<file path="src/rtl/time_pkg.sv">
// time_pkg: shared FSM state type, BCD limits and digit helper for time_keeper.
package time_pkg;

  typedef enum logic [2:0] {
    S_IDLE,
    S_SEC,
    S_MIN,
    S_HOUR,
    S_SET,
    S_COMMIT
  } tk_state_t;

  localparam logic [7:0] BCD_SEC_MAX  = 8'h59;
  localparam logic [7:0] BCD_HR24_MAX = 8'h23;
  localparam logic [7:0] BCD_HR12_MAX = 8'h12;
  localparam logic [7:0] BCD_HR12_MIN = 8'h01;

  // True when a nibble is a legal decimal digit.
  function automatic logic bcd_digit_ok(input logic [3:0] nib);
    return nib <= 4'd9;
  endfunction

endpackage

</file>
<file path="src/rtl/bcd2_counter.sv">
// bcd2_counter: combinational 2-digit BCD increment. Reaching WRAP_FROM wraps
// to WRAP_TO and raises carry; otherwise the value steps by one decimal unit.
module bcd2_counter #(
  parameter logic [7:0] WRAP_FROM = 8'h59,
  parameter logic [7:0] WRAP_TO   = 8'h00
) (
  input  logic [7:0] value,
  output logic [7:0] value_next,
  output logic       carry
);

  // Low digit rolls into the high digit at 9; wrap point overrides both.
  always_comb begin
    carry      = (value == WRAP_FROM);
    value_next = value;
    if (carry) begin
      value_next = WRAP_TO;
    end else if (value[3:0] >= 4'd9) begin
      value_next = {value[7:4] + 4'd1, 4'd0};
    end else begin
      value_next = {value[7:4], value[3:0] + 4'd1};
    end
  end

endmodule

</file>
<file path="src/rtl/time_keeper.sv">
// time_keeper: counts BCD hh:mm:ss from rising edges of the 1 Hz tick level,
// publishes the time coherently with one-cycle sec/day pulses, and accepts
// validated loads over a valid/ready port.
// Build option: define TIME_KEEPER_12H_EN for 12 h mode with a PM flag;
// left undefined the keeper runs in 24 h mode and pm is tied low.
module time_keeper
  import time_pkg::*;
#(
  parameter int TICKS_PER_SEC = 1
) (
  input  logic       clk_100MHz,
  input  logic       reset_n,
  input  logic       clk_1Hz,
  input  logic       run,
  input  logic       set_valid,
  output logic       set_ready,
  input  logic [7:0] set_hour,
  input  logic [7:0] set_min,
  input  logic [7:0] set_sec,
  input  logic       set_pm,
  output logic       set_err,
  output logic [7:0] hour,
  output logic [7:0] min,
  output logic [7:0] sec,
  output logic       pm,
  output logic       sec_tick,
  output logic       day_tick
);

`ifdef TIME_KEEPER_12H_EN
  localparam logic [7:0] HOUR_RST     = BCD_HR12_MAX;
  localparam logic [7:0] HR_WRAP_FROM = BCD_HR12_MAX;
  localparam logic [7:0] HR_WRAP_TO   = BCD_HR12_MIN;
`else
  localparam logic [7:0] HOUR_RST     = 8'h00;
  localparam logic [7:0] HR_WRAP_FROM = BCD_HR24_MAX;
  localparam logic [7:0] HR_WRAP_TO   = 8'h00;
`endif

  localparam logic [7:0] PCNT_LAST = 8'(TICKS_PER_SEC - 1);

  tk_state_t  state_reg;
  logic       c1_reg;
  logic [7:0] pcnt_reg;
  logic       pending_reg;
  logic       loading_reg;
  logic       day_reg;
  logic [7:0] w_hour_reg, w_min_reg, w_sec_reg;
  logic [7:0] cap_hour_reg, cap_min_reg, cap_sec_reg;
`ifdef TIME_KEEPER_12H_EN
  logic       w_pm_reg;
  logic       cap_pm_reg;
`endif

  logic       tick_edge;
  logic       wrap_edge;
  logic       load_ok;
  logic       pcnt_clear;
  logic [7:0] sec_next, min_next, hr_next;
  logic       sec_carry, min_carry, hr_carry;
  logic [23:0] cap_all;
  logic [5:0]  digit_ok;
  logic        range_ok;

  assign tick_edge  = clk_1Hz & ~c1_reg & run;
  assign wrap_edge  = tick_edge & (pcnt_reg == PCNT_LAST);
  assign set_ready  = (state_reg == S_IDLE) & ~pending_reg & ~tick_edge;
  assign pcnt_clear = (state_reg == S_SET) & load_ok;

  bcd2_counter #(.WRAP_FROM(BCD_SEC_MAX), .WRAP_TO(8'h00)) u_sec_cnt (
    .value      (w_sec_reg),
    .value_next (sec_next),
    .carry      (sec_carry)
  );

  bcd2_counter #(.WRAP_FROM(BCD_SEC_MAX), .WRAP_TO(8'h00)) u_min_cnt (
    .value      (w_min_reg),
    .value_next (min_next),
    .carry      (min_carry)
  );

  bcd2_counter #(.WRAP_FROM(HR_WRAP_FROM), .WRAP_TO(HR_WRAP_TO)) u_hr_cnt (
    .value      (w_hour_reg),
    .value_next (hr_next),
    .carry      (hr_carry)
  );

  // Every nibble of the captured load must be a decimal digit.
  assign cap_all = {cap_hour_reg, cap_min_reg, cap_sec_reg};
  generate
    for (genvar gi = 0; gi < 6; gi++) begin : g_digit
      assign digit_ok[gi] = bcd_digit_ok(cap_all[gi*4 +: 4]);
    end
  endgenerate

`ifdef TIME_KEEPER_12H_EN
  assign range_ok = (cap_sec_reg <= BCD_SEC_MAX) && (cap_min_reg <= BCD_SEC_MAX) &&
                    (cap_hour_reg >= BCD_HR12_MIN) && (cap_hour_reg <= BCD_HR12_MAX);
  logic unused_hr_carry;
  assign unused_hr_carry = hr_carry;
`else
  assign range_ok = (cap_sec_reg <= BCD_SEC_MAX) && (cap_min_reg <= BCD_SEC_MAX) &&
                    (cap_hour_reg <= BCD_HR24_MAX);
  logic unused_set_pm;
  assign unused_set_pm = set_pm;
  assign pm = 1'b0;
`endif

  assign load_ok = (&digit_ok) & range_ok;

  // Tick sampling and prescaler; c1 keeps sampling while run is low so no
  // stale edge appears when counting resumes.
  always_ff @(posedge clk_100MHz or negedge reset_n) begin
    if (!reset_n) begin
      c1_reg   <= 1'b0;
      pcnt_reg <= 8'd0;
    end else begin
      c1_reg <= clk_1Hz;
      if (pcnt_clear) begin
        pcnt_reg <= 8'd0;
      end else if (tick_edge) begin
        pcnt_reg <= (pcnt_reg == PCNT_LAST) ? 8'd0 : pcnt_reg + 8'd1;
      end
    end
  end

  // Control FSM: ripples a second through the working registers, validates
  // loads, and commits the whole time to the outputs in a single cycle.
  always_ff @(posedge clk_100MHz or negedge reset_n) begin
    if (!reset_n) begin
      state_reg    <= S_IDLE;
      pending_reg  <= 1'b0;
      loading_reg  <= 1'b0;
      day_reg      <= 1'b0;
      w_hour_reg   <= HOUR_RST;
      w_min_reg    <= 8'h00;
      w_sec_reg    <= 8'h00;
      cap_hour_reg <= 8'h00;
      cap_min_reg  <= 8'h00;
      cap_sec_reg  <= 8'h00;
      hour         <= HOUR_RST;
      min          <= 8'h00;
      sec          <= 8'h00;
      sec_tick     <= 1'b0;
      day_tick     <= 1'b0;
      set_err      <= 1'b0;
`ifdef TIME_KEEPER_12H_EN
      w_pm_reg     <= 1'b0;
      cap_pm_reg   <= 1'b0;
      pm           <= 1'b0;
`endif
    end else begin
      sec_tick <= 1'b0;
      day_tick <= 1'b0;
      set_err  <= 1'b0;

      // A second that arrives while busy is remembered once; extras are lost.
      if (wrap_edge && (state_reg != S_IDLE)) begin
        pending_reg <= 1'b1;
      end

      case (state_reg)
        S_IDLE: begin
          if (wrap_edge || pending_reg) begin
            pending_reg <= 1'b0;
            loading_reg <= 1'b0;
            day_reg     <= 1'b0;
            state_reg   <= S_SEC;
          end else if (set_valid && set_ready) begin
            cap_hour_reg <= set_hour;
            cap_min_reg  <= set_min;
            cap_sec_reg  <= set_sec;
`ifdef TIME_KEEPER_12H_EN
            cap_pm_reg   <= set_pm;
`endif
            state_reg    <= S_SET;
          end
        end
        S_SEC: begin
          w_sec_reg <= sec_next;
          state_reg <= sec_carry ? S_MIN : S_COMMIT;
        end
        S_MIN: begin
          w_min_reg <= min_next;
          state_reg <= min_carry ? S_HOUR : S_COMMIT;
        end
        S_HOUR: begin
          w_hour_reg <= hr_next;
`ifdef TIME_KEEPER_12H_EN
          // 11 -> 12 flips AM/PM; only the PM -> AM flip starts a new day.
          if (w_hour_reg == 8'h11) begin
            w_pm_reg <= ~w_pm_reg;
            day_reg  <= w_pm_reg;
          end
`else
          day_reg <= hr_carry;
`endif
          state_reg <= S_COMMIT;
        end
        S_SET: begin
          if (load_ok) begin
            w_hour_reg  <= cap_hour_reg;
            w_min_reg   <= cap_min_reg;
            w_sec_reg   <= cap_sec_reg;
`ifdef TIME_KEEPER_12H_EN
            w_pm_reg    <= cap_pm_reg;
`endif
            loading_reg <= 1'b1;
            state_reg   <= S_COMMIT;
          end else begin
            set_err   <= 1'b1;
            state_reg <= S_IDLE;
          end
        end
        S_COMMIT: begin
          hour     <= w_hour_reg;
          min      <= w_min_reg;
          sec      <= w_sec_reg;
`ifdef TIME_KEEPER_12H_EN
          pm       <= w_pm_reg;
`endif
          sec_tick <= ~loading_reg;
          day_tick <= day_reg & ~loading_reg;
          state_reg <= S_IDLE;
        end
        default: state_reg <= S_IDLE;
      endcase
    end
  end

endmodule

</file>
<file path="config.mk">
export PLATFORM = sky130hd
export DESIGN_NAME = time_keeper
export DESIGN_NICKNAME = d
export VERILOG_FILES = /design/src/rtl/time_pkg.sv /design/src/rtl/bcd2_counter.sv /design/src/rtl/time_keeper.sv
export SDC_FILE = /design/constraint.sdc
export NUM_CORES = 1
export LEC_CHECK = 0
export ABC_CLOCK_PERIOD_IN_PS = 3100
export CAP_MARGIN = 10
export CORE_MARGIN = 4
export CORE_UTILIZATION = 59
export CTS_CLUSTER_DIAMETER = 60
export DETAILED_ROUTE_END_ITERATION = 8
export GPL_TIMING_DRIVEN = 1
export PLACE_DENSITY = 0.85
export SKIP_LAST_GASP = 1
export SYNTH_ARGS = -nofsm -noshare
export SYNTH_HDL_FRONTEND = slang
export SYNTH_SLANG_ARGS = --single-unit
</file>
<file path="constraint.sdc">
create_clock -name clk_100MHz -period 3.1 [get_ports clk_100MHz]
set_input_delay 0.62 -clock clk_100MHz [delete_from_list [all_inputs] [get_ports clk_100MHz]]
set_output_delay 0.62 -clock clk_100MHz [all_outputs]
set_load 0.02 [all_outputs]
</file>
Word level (Yosys, flattened, before mapping)
Index checks and enable logic that the tools add are counted.
{"block": "totals", "mem_bits_ro": 0, "ram_bits": 0, "wordCells": 123, "ff_bits": 90, "output_inout_bits": 29, "latch_bits": 0, "memories": 0, "in_bits": 30}
{"block": "op_classes", "shifts": 0, "n_bitwise": 13, "n_reduce_logical": 24, "eq_ne": 14, "n_mux": 32, "n_addsub": 7, "order_cmp": 12, "div": 0, "multipliers": 0}
{"op": "two-way mux 8 bit", "n": 12}
{"op": "one-hot mux 8 bit (2 select lines)", "n": 3}
{"op": "adder 4 x 1 -> 4 bit (second input constant)", "n": 6}
{"op": "less-or-equal comparator 4 bit (second input constant)", "n": 6}
{"op": "equality test 8 x 7 -> 1 bit (second input constant)", "n": 2}
{"op": "less-or-equal comparator 8 x 7 -> 1 bit (second input constant)", "n": 2}
{"op": "two-way mux 3 bit", "n": 5}
{"op": "one-hot mux 3 bit (5 select lines)", "n": 1}
{"op": "AND reduction 3 bit", "n": 5}
{"op": ">= comparator 4 bit (second input constant)", "n": 3}
{"op": "nonzero test 2 bit", "n": 6}
{"op": "two-way mux 1 bit", "n": 9}
{"op": "inequality test 3 x 2 -> 1 bit (second input constant)", "n": 3}
{"op": "adder 8 x 1 -> 8 bit (second input constant)", "n": 1}
{"op": "bitwise AND 1 bit", "n": 8}
{"op": "equality test 8 x 6 -> 1 bit (second input constant)", "n": 1}
{"op": "less-or-equal comparator 8 x 6 -> 1 bit (second input constant)", "n": 1}
{"op": "zero test 8 bit", "n": 1}
{"op": "AND reduction 2 bit", "n": 4}
{"op": "equality test 3 x 2 -> 1 bit (second input constant)", "n": 2}
{"op": "equality test 3 bit (second input constant)", "n": 2}
{"op": "AND reduction 6 bit", "n": 1}
{"op": "inverter 1 bit", "n": 5}
{"op": "logical AND 1 bit", "n": 4}
{"op": "8 further kinds", "n": 9}

Longest topological paths before layout
Gate-level depths: netlist of run 1.
{"block": "logic_depth", "word_depth": 9, "ltp_mapped": 7, "ltp_nobuf": 7}

By module
Synthesis of run 1 repeated with hierarchy kept, for this count alone.
{"block": "hier_totals", "cells_unflattened": 394, "area_unflattened_um2": 4473.0}
{"module": "time_keeper", "area_per_inst_um2": 3743.6, "seq_area_each_um2": 2252.2, "cells_each": 291, "n_inst": 1}
{"module": "bcd2_counter (u_min_cnt ...)", "area_per_inst_um2": 247.7, "seq_area_each_um2": 0.0, "cells_each": 35, "n_inst": 2}
{"module": "bcd2_counter (u_hr_cnt)", "area_per_inst_um2": 234.0, "seq_area_each_um2": 0.0, "cells_each": 33, "n_inst": 1}

Worst setup path after synthesis of run 1
No wires, ideal clock.
{"block": "synth_timing", "path_type": "reg-to-reg", "startpoint": "register state_reg[0]", "endpoint": "register cap_sec_reg[4]", "path_stages_with_launch": 7, "t_arrival_ns": 1.757, "path_slack_ns": 1.215, "required_ns": 2.973, "cell_sequence": "dfrtp_1 -> or2_1 -> or3_1 -> or2_1 -> buf_6 -> buf_6 -> mux2_1"}
{"block": "synth_via", "elab_chain_cells": 5}
{"item": "start, declared", "line_no": "time_keeper.sv:42", "text": "tk_state_t state_reg;"}
{"item": "start signal, assigned", "line_no": "time_keeper.sv:181", "text": "state_reg <= sec_carry ? S_MIN : S_COMMIT;"}
{"item": "start signal, assigned", "line_no": "time_keeper.sv:185", "text": "state_reg <= min_carry ? S_HOUR : S_COMMIT;"}
{"item": "zero test 3 bit *", "line_no": "time_keeper.sv:67, time_keeper.sv:162"}
{"item": "bitwise AND 1 bit (2 in series)", "line_no": "time_keeper.sv:67", "text": "assign set_ready = (state_reg == S_IDLE) & ~pending_reg & ~tick_edge;"}
{"item": "logical AND 1 bit", "line_no": "time_keeper.sv:169", "text": "end else if (set_valid && set_ready) begin"}
{"item": "AND reduction 3 bit (no source line) *"}
{"item": "end signal, assigned", "line_no": "time_keeper.sv:172", "text": "cap_sec_reg <= set_sec;"}
{"item": "end, declared", "line_no": "time_keeper.sv:49", "text": "logic [7:0] cap_hour_reg, cap_min_reg, cap_sec_reg;"}
Mark *: on every way between the ends. The rest lies on a longest branch, timed or not.
A chain may end at the register's enable or synchronous reset.

Final worst setup path of run 1
{"block": "layout_timing", "startpoint": "register state_reg[1]", "endpoint": "output port set_ready"}
{"block": "layout_via", "elab_chain_cells": 3}
{"item": "zero test 3 bit", "line_no": "time_keeper.sv:67"}
{"item": "bitwise AND 1 bit (2 in series)", "line_no": "time_keeper.sv:67"}
{"item": "end, declared", "line_no": "time_keeper.sv:16", "text": "output logic set_ready,"}
Every way passes these cells.

==> impl_metrics.py, run 1 <==
metrics = {
    "layout": {
        "fillers": 529,
        "regArea_um2": 2252,
        "multiInputGateArea_um2": 2026,
        "syn2layout_area_growth_pct": 20.04,
        "diodes": 0,
        "nets": 515,
        "layout-drive-gt1-share_pct": 14.80,
    },
    "clock_tree": {
        "cts_hold_buffers": 0,
        "cts_root_buf": "clkbuf_8",
        "cts_buffers": 9,
        "cts_resized": 0,
        "clkLatencyLatePin_ns": 0.35,
        "clock_path_buffers": 2,
        "cts_sinks": 90,
        "tritoncts": "yes",
        "clk_pin_slew_worst_paths_ns": 0.08,
        "cts_max_level": 3,
        "post_cts.repair.setup_buffers": 0,
    },
    "flow_run": {
        "drv_cap": 0,
    },
    "timing": {
        "final.period_utilization_pct": 92.58,
        "drv_slew": 0,
        "grt_setup_unrepaired": "false",
        "hold_violations": 0,
        "relSlewSlack_pct": 56.46,
        "finalSetupViolCount": 0,
        "finalWorstSetupSlack_ns": 0.2302,
        "fin_tns_setup_ns": 0,
        "finalCriticalPeriod_ns": 2.870,
        "tightest_slew_ns": 0.6518,
        "holdWs_ns": 0.2527,
        "fin_skew_ns": 0.006756,
        "clock.fmax_ghz": 0.3485,
    },
    "die": {
        "io_pins": 59,
        "die_w_um": 94.74,
        "rows": 31,
        "die_h_um": 94.74,
        "coreArea_um2": 7292,
        "start_util_pct": 60.88,
        "dieArea_um2": 8976,
    },
    "synthesis": {
        "yosysWarnings": 0,
        "ys_types": 63,
        "synth_area_per_cell_um2": 10.80,
        "seq_area_frac_synth_pct": 50.73,
        "syn_nets": 458,
        "synth.ff_latch_count": 90,
        "synthCells": 411,
        "synth_async_sr_flop_share_pct": 100.0,
        "synth_edf_count": 0,
        "synthFlopType": "dfrtp_1",
        "ys_top_cells_by_area": "dfrtp_1, mux2_2, ha_1",
        "yosysTopAreaCell": "dfrtp_1",
        "netlist_area_um2": 4439,
        "synth_top_area_share_pct": 50.73,
    },
    "critical_path": {
        "rr_worst_depth": 6,
        "critPathMaxFanout": 12,
        "path_class": "flop to output pin",
        "regToRegSetupSlack_ns": 0.80,
        "critPathArrivalTime_ns": 2.25,
        "cp.required_ns": 2.48,
        "critPathLaunchType": "flop",
        "critPathCaptureType": "output pin",
        "r2r_end": "w_hour_reg[3]$_DFFE_PN0P_",
        "r2r-start": "cap_hour_reg[6]$_DFFE_PN0P_",
    },
    "global_route": {
        "track_usage_pct": 22.83,
        "grt_pass1_vias": 3387,
        "grt_max_degree": 91,
        "grt_pass1_wl_mm": 15.93,
        "grt_remaining_overflow": 0,
        "antenna_found_initial": 0,
    },
    "drt": {
        "avgRoutedWirePerCell_um": 16.49,
        "drc_errors": 0,
        "routed_wl_mm": 9.431,
        "dr.pass1.iters": 4,
        "num_vias": 3348,
        "drtAntennaViolNets": 0,
        "vias_per_cell": 5.853,
        "drt_iter0_drc": 251,
    },
    "power": {
        "powerDensity_nw_per_um2": 872.9,
        "total_power_w": 0.004651,
        "vdd_ir_drop_max_mv": 0.4654,
        "leakage_nw": 2.332,
    },
    "placement": {
        "port_buffers": 56,
        "dpl.hpwl_mm": 6.706,
        "place_congestion": 0.8405,
        "dp_slack_ns": 0.4455,
    },
    "outcome": {
        "status": "complete, no violations",
    },
    "min_path": {
        "hp-class": "input port to async pin",
    },
}
-- layout by cell type, fill, tap and decap left out, types with 5 or more instances in the layout --
cell type	count
o21ai_0	26
nor4_1	5
a21oi_1	17
clkbuf_8	9
inv_1	17
buf_4	7
nand2_1	44
ha_1	17
xor2_1	6
o31ai_1	6
mux2_2	39
nor2_1	26
nor3_1	8
a22o_1	5
dfrtp_1	90
clkdlybuf4s50_1	55
and3_1	8
nand3_1	12
-- kinds of logic after synthesis --
logic type	count (synthesis)	share of synthesized area, %
other cells	1	0.08447
flops	90	50.73
xor+xnor	6	1.184
simple gates	133	15.61
fa+ha+maj	17	4.791
compound gates	88	13.36
mux	42	10.60
buf+inv	34	3.636
-- synthesized netlist by cell type (3+ instances only) --
cell type	instances
o31a_1	3
o21ai_0	26
a21oi_1	17
inv_1	17
nor4_1	5
ha_1	17
nand3_1	12
nand4_1	3
and3_1	8
nor3_1	8
o31ai_1	6
buf_6	3
xor2_1	6
nand2_1	44
mux2_2	39
dfrtp_1	90
nor2_1	26
clkbuf_1	9
a221o_1	3
a22oi_1	3
a22o_1	5
buf_2	3
nor3b_1	3
-- worst max-delay path: stages, from the launching register on --
cell and delay [ns]:
dfrtp_1 0.51, or2_1 0.32, or3_1 0.37, nor2_1 0.10, clkdlybuf4s50_1 0.61
-- metrics by stage --
step | instance area, µm² | cells | util (%)
global route | 5329 | 572 | 73.08
floorplan | 4439 | 411 | -
global placement | 5069 | 555 | 69.51
CTS | 5301 | 571 | 72.70
finish | 5329 | 572 | 73.08
detailed placement | 5069 | 555 | 69.51
-- metal layers --
layer / track usage, % / share of wire (%)
met2: 37.52 / 50
met3: 3.745 / 5.0
met4: 9.375 / 1.4
met1: 30.17 / 44
met5: 0 / 0
-- final cells by class --
class	count	area share [%]
Clock buffer	10	2.395
Clock inverter	6	1.972
Inverter	17	1.197
Multi-Input combinational cell	287	38.01
Sequential cell	90	42.26
Tap cell	99	2.324
Timing Repair Buffer	63	11.83
-- how the worst max path moves through the flow --
stage,startpoint,endpoint,slack (ns),depth (start not counted)
after floorplan,state_reg[0]$_DFFE_PN0P_,cap_sec_reg[4]$_DFFE_PN0P_,1.22,6
after detailed placement,clk_1Hz,set_ready,0.45,4
after CTS,state_reg[1]$_DFFE_PN0P_,set_ready,0.23,4
after global placement,clk_1Hz,set_ready,0.45,4
final,state_reg[1]$_DFFE_PN0P_,set_ready,0.23,4
after global routing,state_reg[1]$_DFFE_PN0P_,set_ready,0.11,4
-- power breakdown --
part	leakage [nW]	internal, W	switching [W]
sequential	1.16	0.00159	0.000404
combinational	1.06	0.000837	0.000900
clock	0.120	0.000532	0.000391
No activity file was read; power rests on OpenSTA's default activity.
==> run 2, diff against run 1 <==
Settings changed: CORE_ASPECT_RATIO set to 1.25.
==> run 2 against run 1 <==
Die area grew 0.10%. Utilization shrank 1.5 points. Sequential share of layout area grew 0.53 points. Clock skew grew 0.0041 ns. Sequential cell count is the same. Cell area shrank 1.2%. Combinational power is essentially flat. Clock power shrank 15%.
==> impl_metrics.py, run 2 (synthesis results as in run 1) <==
metrics = {
    "outcome": {
        "status": "complete, no violations",
    },
    "die": {
        "dieArea_um2": 8985,
        "die_w_um": 85.59,
        "die_h_um": 105.0,
        "start_util_pct": 60.34,
        "rows": 35,
        "io_pins": 59,
        "coreArea_um2": 7357,
    },
    "global_route": {
        "grt_pass1_wl_mm": 16.51,
        "track_usage_pct": 23.17,
        "grt_max_degree": 44,
        "grt_remaining_overflow": 0,
        "antenna_found_initial": 0,
        "grt_pass1_vias": 3391,
    },
    "critical_path": {
        "cp_top_family": "simple AND/OR/NAND/NOR gates",
        "critPathLaunchType": "flop",
        "regToRegSetupSlack_ns": 0.68,
        "critPathSlowestCell": "clkdlybuf4s50_1",
        "critPathArrivalTime_ns": 2.25,
        "crit_start": "state_reg[1]$_DFFE_PN0P_",
        "r2r-start": "cap_hour_reg[6]$_DFFE_PN0P_",
        "critPathCaptureType": "output pin",
        "slowest_delay_ns": 0.61,
        "crit_buf_inv": 1,
        "cp.required_ns": 2.48,
        "cp_cell_sequence": "or2_1 -> or3_1 -> nor2_1 -> clkdlybuf4s50_1",
        "path_class": "flop to output pin",
        "critPathMaxFanout": 12,
    },
    "power": {
        "leakage_nw": 2.296,
        "p_sw_w": 0.001727,
        "internal_power_w": 0.002798,
        "swShare_pct": 38.17,
        "p_seq_share_pct": 44.2,
        "vdd_ir_drop_max_mv": 0.4863,
        "clkPwrFrac_pct": 17.3,
        "pwr-share-comb_pct": 38.5,
        "powerDensity_nw_per_um2": 860.0,
    },
    "clock_tree": {
        "clkLatencyLatePin_ns": 0.35,
        "cts_max_level": 3,
        "cts_root_buf": "clkbuf_8",
        "tritoncts": "yes",
        "cts_sinks": 90,
        "clk_pin_slew_worst_paths_ns": 0.09,
        "cts_resized": 0,
        "clock_path_buffers": 2,
        "post_cts.repair.setup_buffers": 0,
        "cts_buffers": 9,
        "cts_hold_buffers": 0,
    },
    "placement": {
        "place_congestion": 0.8487,
        "dp_slack_ns": 0.3948,
        "port_buffers": 56,
        "dpl.hpwl_mm": 7.177,
    },
    "layout": {
        "final_common_cell": "dfrtp_1",
        "fillers": 534,
        "syn2layout_area_growth_pct": 18.55,
        "layout-drive-gt1-share_pct": 14.80,
        "final_cell_mix": "dfrtp_1, clkdlybuf4s50_1, nand2_1",
        "nets": 515,
        "diodes": 0,
    },
    "timing": {
        "fin_tns_setup_ns": 0,
        "hold_violations": 0,
        "finalWorstSetupSlack_ns": 0.2315,
        "finalSetupViolCount": 0,
        "fin_skew_ns": 0.01087,
        "tightest_slew_ns": 0.6759,
        "final.period_utilization_pct": 92.53,
        "drv_slew": 0,
        "grt_setup_unrepaired": "false",
        "finalCriticalPeriod_ns": 2.868,
        "relSlewSlack_pct": 54.84,
        "clock.fmax_ghz": 0.3486,
    },
    "drt": {
        "drc_errors": 0,
        "num_vias": 3412,
        "dr.pass1.iters": 4,
        "avgRoutedWirePerCell_um": 17.29,
        "routed_wl_mm": 9.767,
        "vias_per_cell": 6.039,
        "drt_iter0_drc": 224,
        "drtAntennaViolNets": 0,
    },
    "min_path": {
        "hp-class": "input port to async pin",
    },
    "flow_run": {
        "drv_cap": 0,
    },
}
[run 2: final cells by class]
| type | count | area, µm² | area share (%) |
|---|---|---|---|
| Inverter | 17 | 63.81 | 1.213 |
| Timing Repair Buffer | 63 | 610.6 | 11.60 |
| Multi-Input combinational cell | 287 | 2026 | 38.49 |
| Tap cell | 92 | 115.1 | 2.187 |
| Clock inverter | 6 | 67.56 | 1.284 |
| Sequential cell | 90 | 2252 | 42.80 |
| Clock buffer | 10 | 127.6 | 2.425 |
[run 2: routing by layer]
metal | routed length, µm | vias to the layer above | global-route usage (%)
met3 | 376 | 25 | 2.681
met2 | 5090 | 113 | 38.78
met4 | 296 | 0 | 11.20
met1 | 4003 | 1678 | 29.59
li1 | - | 1596 | -
met5 | 0 | - | 0
[run 2: power groups by stage]
stage	registers (W)	clock network, W	logic (W)
global route	0.00207	0.000843	0.00190
CTS	0.00199	0.000789	0.00175
global placement	0.00198	0	0.00166
finish	0.00200	0.000783	0.00174
floorplan	0.00201	0	0.00107
detailed placement	0.00201	0	0.00174
[run 2: final timing paths]
| path | to | depth (start not counted) |
|---|---|---|
| worst max register to register | w_sec_reg[0]$_DFFE_PN0P_ | 5 |
| max in group asynchronous | cap_sec_reg[2]$_DFFE_PN0P_ | 2 |
| worst min-delay path | min[6]$_DFFE_PN0N_ | 1 |
| min in group clk_100MHz | min[5]$_DFFE_PN0N_ | 2 |
| worst min register to register | min[5]$_DFFE_PN0N_ | 2 |
| worst max-delay path | set_ready | 4 |
[run 2: stage by stage]
stage / power, W / cells / hold slack [ns] / area (µm²) / util (%)
after floorplan: 0.003074 / 411 / 0.3244 / 4439 / -
after global placement: 0.003644 / 549 / 0.4591 / 5067 / 68.88
after detailed placement: 0.003748 / 549 / 0.4762 / 5067 / 68.88
after CTS: 0.004531 / 565 / 0.2642 / 5263 / 71.53
after global routing: 0.004808 / 565 / 0.2795 / 5263 / 71.53
final: 0.004526 / 565 / 0.2431 / 5263 / 71.53
